**src/rtl/mem_pkg.sv**
```systemverilog
// rtl/mem_pkg.sv - shared states, width codes and lane masks for the data RAM front end
package mem_pkg;

    typedef enum logic [1:0] {IDLE, ACCESS, CAPTURE, RESP} mau_state_t;

    localparam logic [2:0] F3_B  = 3'b000;
    localparam logic [2:0] F3_H  = 3'b001;
    localparam logic [2:0] F3_W  = 3'b010;
    localparam logic [2:0] F3_BU = 3'b100;
    localparam logic [2:0] F3_HU = 3'b101;

    localparam logic [3:0] MASK_NONE = 4'b0000;
    localparam logic [3:0] MASK_B    = 4'b0001;
    localparam logic [3:0] MASK_H    = 4'b0011;
    localparam logic [3:0] MASK_W    = 4'b1111;

    function automatic logic [3:0] lane_mask(input logic [2:0] f3, input logic [1:0] off);
        case (f3)
            F3_B, F3_BU: lane_mask = MASK_B << off;
            F3_H, F3_HU: lane_mask = MASK_H << off;
            F3_W:        lane_mask = MASK_W;
            default:     lane_mask = MASK_NONE;
        endcase
    endfunction

endpackage

```
**src/rtl/load_align.sv**
```systemverilog
// rtl/load_align.sv - lane select and sign/zero extension of a 32-bit RAM read word
module load_align
    import mem_pkg::*;
(
    input  logic [31:0] mem_read_data,
    input  logic [1:0]  off,
    input  logic [2:0]  funct3,
    output logic [31:0] result
);

    logic [31:0] shifted;

    assign shifted = mem_read_data >> {off, 3'b000};

    always_comb begin
        result = shifted;
        case (funct3)
            F3_B:    result = {{24{shifted[7]}}, shifted[7:0]};
            F3_H:    result = {{16{shifted[15]}}, shifted[15:0]};
            F3_BU:   result = {24'h000000, shifted[7:0]};
            F3_HU:   result = {16'h0000, shifted[15:0]};
            default: result = shifted;
        endcase
    end

endmodule

```
**src/rtl/mem_access_unit.sv**
```systemverilog
// rtl/mem_access_unit.sv - byte/half/word load-store front end for the SPRAM data RAM
module mem_access_unit
    import mem_pkg::*;
#(
    parameter logic [31:0] BASE_ADDR  = 32'h0000_0000,
    parameter int unsigned SIZE_BYTES = 131072
) (
    input  logic        clk,
    input  logic        reset,
    input  logic        req,
    output logic        ready,
    input  logic [31:0] addr,
    input  logic        we,
    input  logic [2:0]  funct3,
    input  logic [31:0] wdata,
    output logic [31:0] rdata,
    output logic        ack,
    output logic        err,
    output logic [31:0] memAddress,
    output logic [31:0] memWriteData,
    output logic        memWrite,
    output logic [3:0]  byteMask,
    input  logic [31:0] memReadData
);

    mau_state_t  state, state_nx;
    logic        accept;
    logic [32:0] diff;
    logic        misaligned, out_of_range, illegal, req_err;

    logic [31:0] mem_addr_q, wdata_sh_q, load_res;
    logic [3:0]  mask_q;
    logic [2:0]  f3_q;
    logic [1:0]  off_q;
    logic        we_q, err_q;

    assign accept = req && (state == IDLE);

    // 33-bit difference so an address below BASE_ADDR cannot wrap back into range
    assign diff         = {1'b0, addr} - {1'b0, BASE_ADDR};
    assign out_of_range = diff >= 33'(SIZE_BYTES);

    always_comb begin
        misaligned = 1'b0;
        illegal    = 1'b0;
        case (funct3)
            F3_B:        illegal = 1'b0;
            F3_H:        misaligned = addr[0];
            F3_W:        misaligned = (addr[1:0] != 2'b00);
            F3_BU:       illegal = we;
            F3_HU: begin
                illegal    = we;
                misaligned = addr[0];
            end
            default:     illegal = 1'b1;
        endcase
    end

    assign req_err = misaligned || out_of_range || illegal;

    always_ff @(posedge clk or negedge reset) begin
        if (!reset) begin
            state <= IDLE;
        end else begin
            state <= state_nx;
        end
    end

    always_comb begin
        state_nx = state;
        ready    = 1'b0;
        ack      = 1'b0;
        err      = 1'b0;
        memWrite = 1'b0;
        byteMask = MASK_NONE;
        case (state)
            IDLE: begin
                ready = 1'b1;
                if (req) state_nx = req_err ? RESP : ACCESS;
            end
            ACCESS: begin
                byteMask = mask_q;
                memWrite = we_q;
                state_nx = we_q ? RESP : CAPTURE;
            end
            CAPTURE: state_nx = RESP;
            RESP: begin
                ack      = 1'b1;
                err      = err_q;
                state_nx = IDLE;
            end
            default: state_nx = IDLE;
        endcase
    end

    always_ff @(posedge clk or negedge reset) begin
        if (!reset) begin
            mem_addr_q <= 32'h0;
            wdata_sh_q <= 32'h0;
            mask_q     <= MASK_NONE;
            f3_q       <= F3_W;
            off_q      <= 2'b00;
            we_q       <= 1'b0;
            err_q      <= 1'b0;
            rdata      <= 32'h0;
        end else begin
            if (accept) begin
                mem_addr_q <= {2'b00, diff[31:2]};
                wdata_sh_q <= wdata << {addr[1:0], 3'b000};
                mask_q     <= lane_mask(funct3, addr[1:0]);
                f3_q       <= funct3;
                off_q      <= addr[1:0];
                we_q       <= we;
                err_q      <= req_err;
            end
            if (state == CAPTURE) rdata <= load_res;
        end
    end

    assign memAddress   = mem_addr_q;
    assign memWriteData = wdata_sh_q;

    load_align u_load_align (
        .mem_read_data (memReadData),
        .off           (off_q),
        .funct3        (f3_q),
        .result        (load_res)
    );

endmodule

```
**config.mk**
```make
export PLATFORM = sky130hd
export DESIGN_NAME = mem_access_unit
export DESIGN_NICKNAME = d
export VERILOG_FILES = /design/src/rtl/mem_pkg.sv /design/src/rtl/load_align.sv /design/src/rtl/mem_access_unit.sv
export SDC_FILE = /design/constraint.sdc
export NUM_CORES = 1
export LEC_CHECK = 0
export ABC_AREA = 1
export CORE_MARGIN = 2
export CORE_UTILIZATION = 45
export DETAILED_ROUTE_END_ITERATION = 10
export PLACE_DENSITY = 0.82
export SYNTH_ARGS = -nofsm -noshare
export SYNTH_HDL_FRONTEND = slang
export SYNTH_SLANG_ARGS = --single-unit
```
**constraint.sdc**
```tcl
create_clock -name clk -period 1.84 [get_ports clk]
set_clock_uncertainty 0.05 [all_clocks]
set_input_delay 0.368 -clock clk [delete_from_list [all_inputs] [get_ports clk]]
set_output_delay 0.368 -clock clk [all_outputs]
set_load 0.1 [all_outputs]
```
==> run summary <==
status -> completed
commonest non-fill, non-tap cell in the layout -> nand2_1
IO Count -> 207
Core Rows -> 40
# setup viols final -> 0
worst slack at placement -> -0.0248 ns
Worst R2R Path Depth -> 7
Yosys top cell area share -> 48.9%
Seq/Total Area, Yosys -> 49.4%
Clock Path Buffers -> 2
fin. max-slew vios -> 0
top routing layer used -> met4
Final ANT Viol Nets -> 0
WP data required -> 1.42 ns
Ant. Diodes -> 0
largest net degree at the start of global routing -> 83
number of global-route vias before repair -> 5706
Initial Util -> 45.7%
WP data arrival -> 1.35 ns
GRT Util Overall -> 28.3%
met2 WL -> 8.66 mm
met3 wire length -> 1.88 mm
CP Max Fanout -> 4
Final HPWL DP -> 13.2 mm
Synth area leaders -> dfrtp_1, nand2_1, o21ai_0
Mapped Cells -> 702
Overflow after GRT -> 0
TNS Setup -> 0 ns
DRC -> 0
clock sink count -> 107
die height -> 114 µm
Setup crit end kind -> output pin
relative slew slack -> 59.9%
Core ar. -> 11900 µm²
first-iteration detailed-routing DRC count -> 471
layout cells sized above 1 -> 19.7%
CTS root buffer -> clkbuf_16
DIE WIDTH -> 114 µm
Die ar. -> 12900 µm²
fin crit period -> 1.77 ns
drt pass-1 iters -> 7
H-tree Lvls -> 3
Mean Syn Cell Area -> 7.72 µm²
Top FF cell, synth -> dfrtp_1
commonest non-fill, non-tap cells in the layout -> nand2_1, buf_12, dfrtp_1, clkdlybuf4s50_1, o21ai_0
Slew @ Worst Pin -> 0.599 ns
startpoint types -> register
RSZ-0062 raised after global routing -> no
min setup slack post-route -> 0.0711 ns
fin nets -> 1006
final wirelength -> 17.6 mm
insertion delay to the later sink of the worst-skew pair -> 0.34 ns
FFs w/ async S/R, synth -> 100%
clock slew at reported path FFs -> 0.07 ns
HP Class -> register to register
drt wl/cell -> 16.8 µm
EDFF count, synth -> 0
wire length of the first global-routing pass -> 28.7 mm
CP cell instances -> ha_2, nand2_2, clkinvlp_4, buf_12
Worst Hold Depth -> 2
Via density -> 5.34
crit share post-route -> 96.1%
# fillers -> 766
PortBufs -> 204
synth unique cells -> 31
Vias -> 5615
Setup CP Type -> register to output pin
reported max-cap violation count -> 0
Ys Warns -> 0
CTS tree -> done
routed metal-1 wirelength -> 6.72 mm
RePlAce Congestion -> 0.922
Final Hold Viols -> 0
area growth from synthesis to layout -> 66.6%
Cell Area, Synth -> 5420 µm²
Slowest Stage Delay on Critical Path -> 0.44 ns
Seq cells post-synth -> 107
CTS Buf Count -> 9
slowest CP cell -> dfrtp_2
Max Freq -> 565 MHz
area leader, netlist -> dfrtp_1
antenna violations before repair -> 0
[cell families after synthesis]
| kind of cell | share of synthesized area [%] |
|---|---|
| flops | 49.4 |
| fa+ha+maj | 0.923 |
| compound gates | 13.2 |
| other cells | 0.0692 |
| simple gates | 26.8 |
| buf+inv | 9.56 |
[synth_stat cells, types with 4 or more instances]
cell / count
buf_6: 4
o21ai_0: 69
nand3_1: 47
o211ai_1: 10
nor2_1: 15
buf_4: 5
inv_1: 71
clkbuf_1: 16
a21oi_1: 20
o221ai_1: 13
dfrtp_1: 106
buf_2: 13
or2_2: 20
ha_1: 4
a31oi_1: 8
nand2_1: 259
buf_1: 5
[metal layers]
layer  vias up  track usage (%)
met3        34             8.61
met4         0             8.37
met1      2617             35.1
li1       2627                -
met5         -                0
met2       337             48.1
[registers in the layout, indices dropped and copies added, names as in the netlist]
signal / cells
err_q: 1
memAddress: 30
off_q: 2
rdata: 32
state: 2
mask_q: 4
we_q: 1
memWriteData: 32
f3_q: 3
[stage by stage]
step                hold WS (ns)  utilization, %  cells  cell area [µm²]
CTS                        0.436            76.0   1050             9020
global placement           0.278            73.3   1031             8690
detailed placement         0.280            73.3   1031             8690
finish                     0.434            76.1   1051             9030
floorplan                 0.0224               -    703             5440
global route               0.458            76.1   1051             9030
[worst paths after layout]
kind                               start                to  slack [ns]
max in group asynchronous          reset           f3_q[1]        0.67
worst max register to register  state[0]  memWriteData[11]        0.12
min in group asynchronous          reset          rdata[6]        0.45
worst min register to register      we_q              we_q        0.43
worst max-delay path            state[0]               err        0.07
worst min-delay path                we_q              we_q        0.43
[cell type report]
cell class | instances | area (µm²) | share of cell area, %
inverters | 73 | 280 | 3.10
multi-input cells | 479 | 2260 | 25.0
flip-flops and latches | 107 | 2680 | 29.7
clock buffers | 12 | 236 | 2.62
repair buffers | 229 | 3340 | 37.0
clock inverters | 4 | 51.3 | 0.568
well taps | 147 | 184 | 2.04
[repair_timing]
item | 4_1_cts | 5_1_grt
endpoints found under the setup margin | 5 | 9
gates resized for setup | 3 | 4
buffers inserted | 2 | 1
pin swaps | 0 | 0
hold buffers | 1 | 0
endpoints found under the hold margin | 26 | 0
[critical path: cells and delay by family, from the launching register on]
kind / cells / cell delay, ns
adders and majority gates: 1 / 0.22
buffers and inverters: 2 / 0.26
DFF: 1 / 0.44
and+or+nand+nor: 1 / 0.08
Power is left out: the tool's default activity adds up to more than one toggle a clock period on the data nets, which glitch-free logic cannot reach.
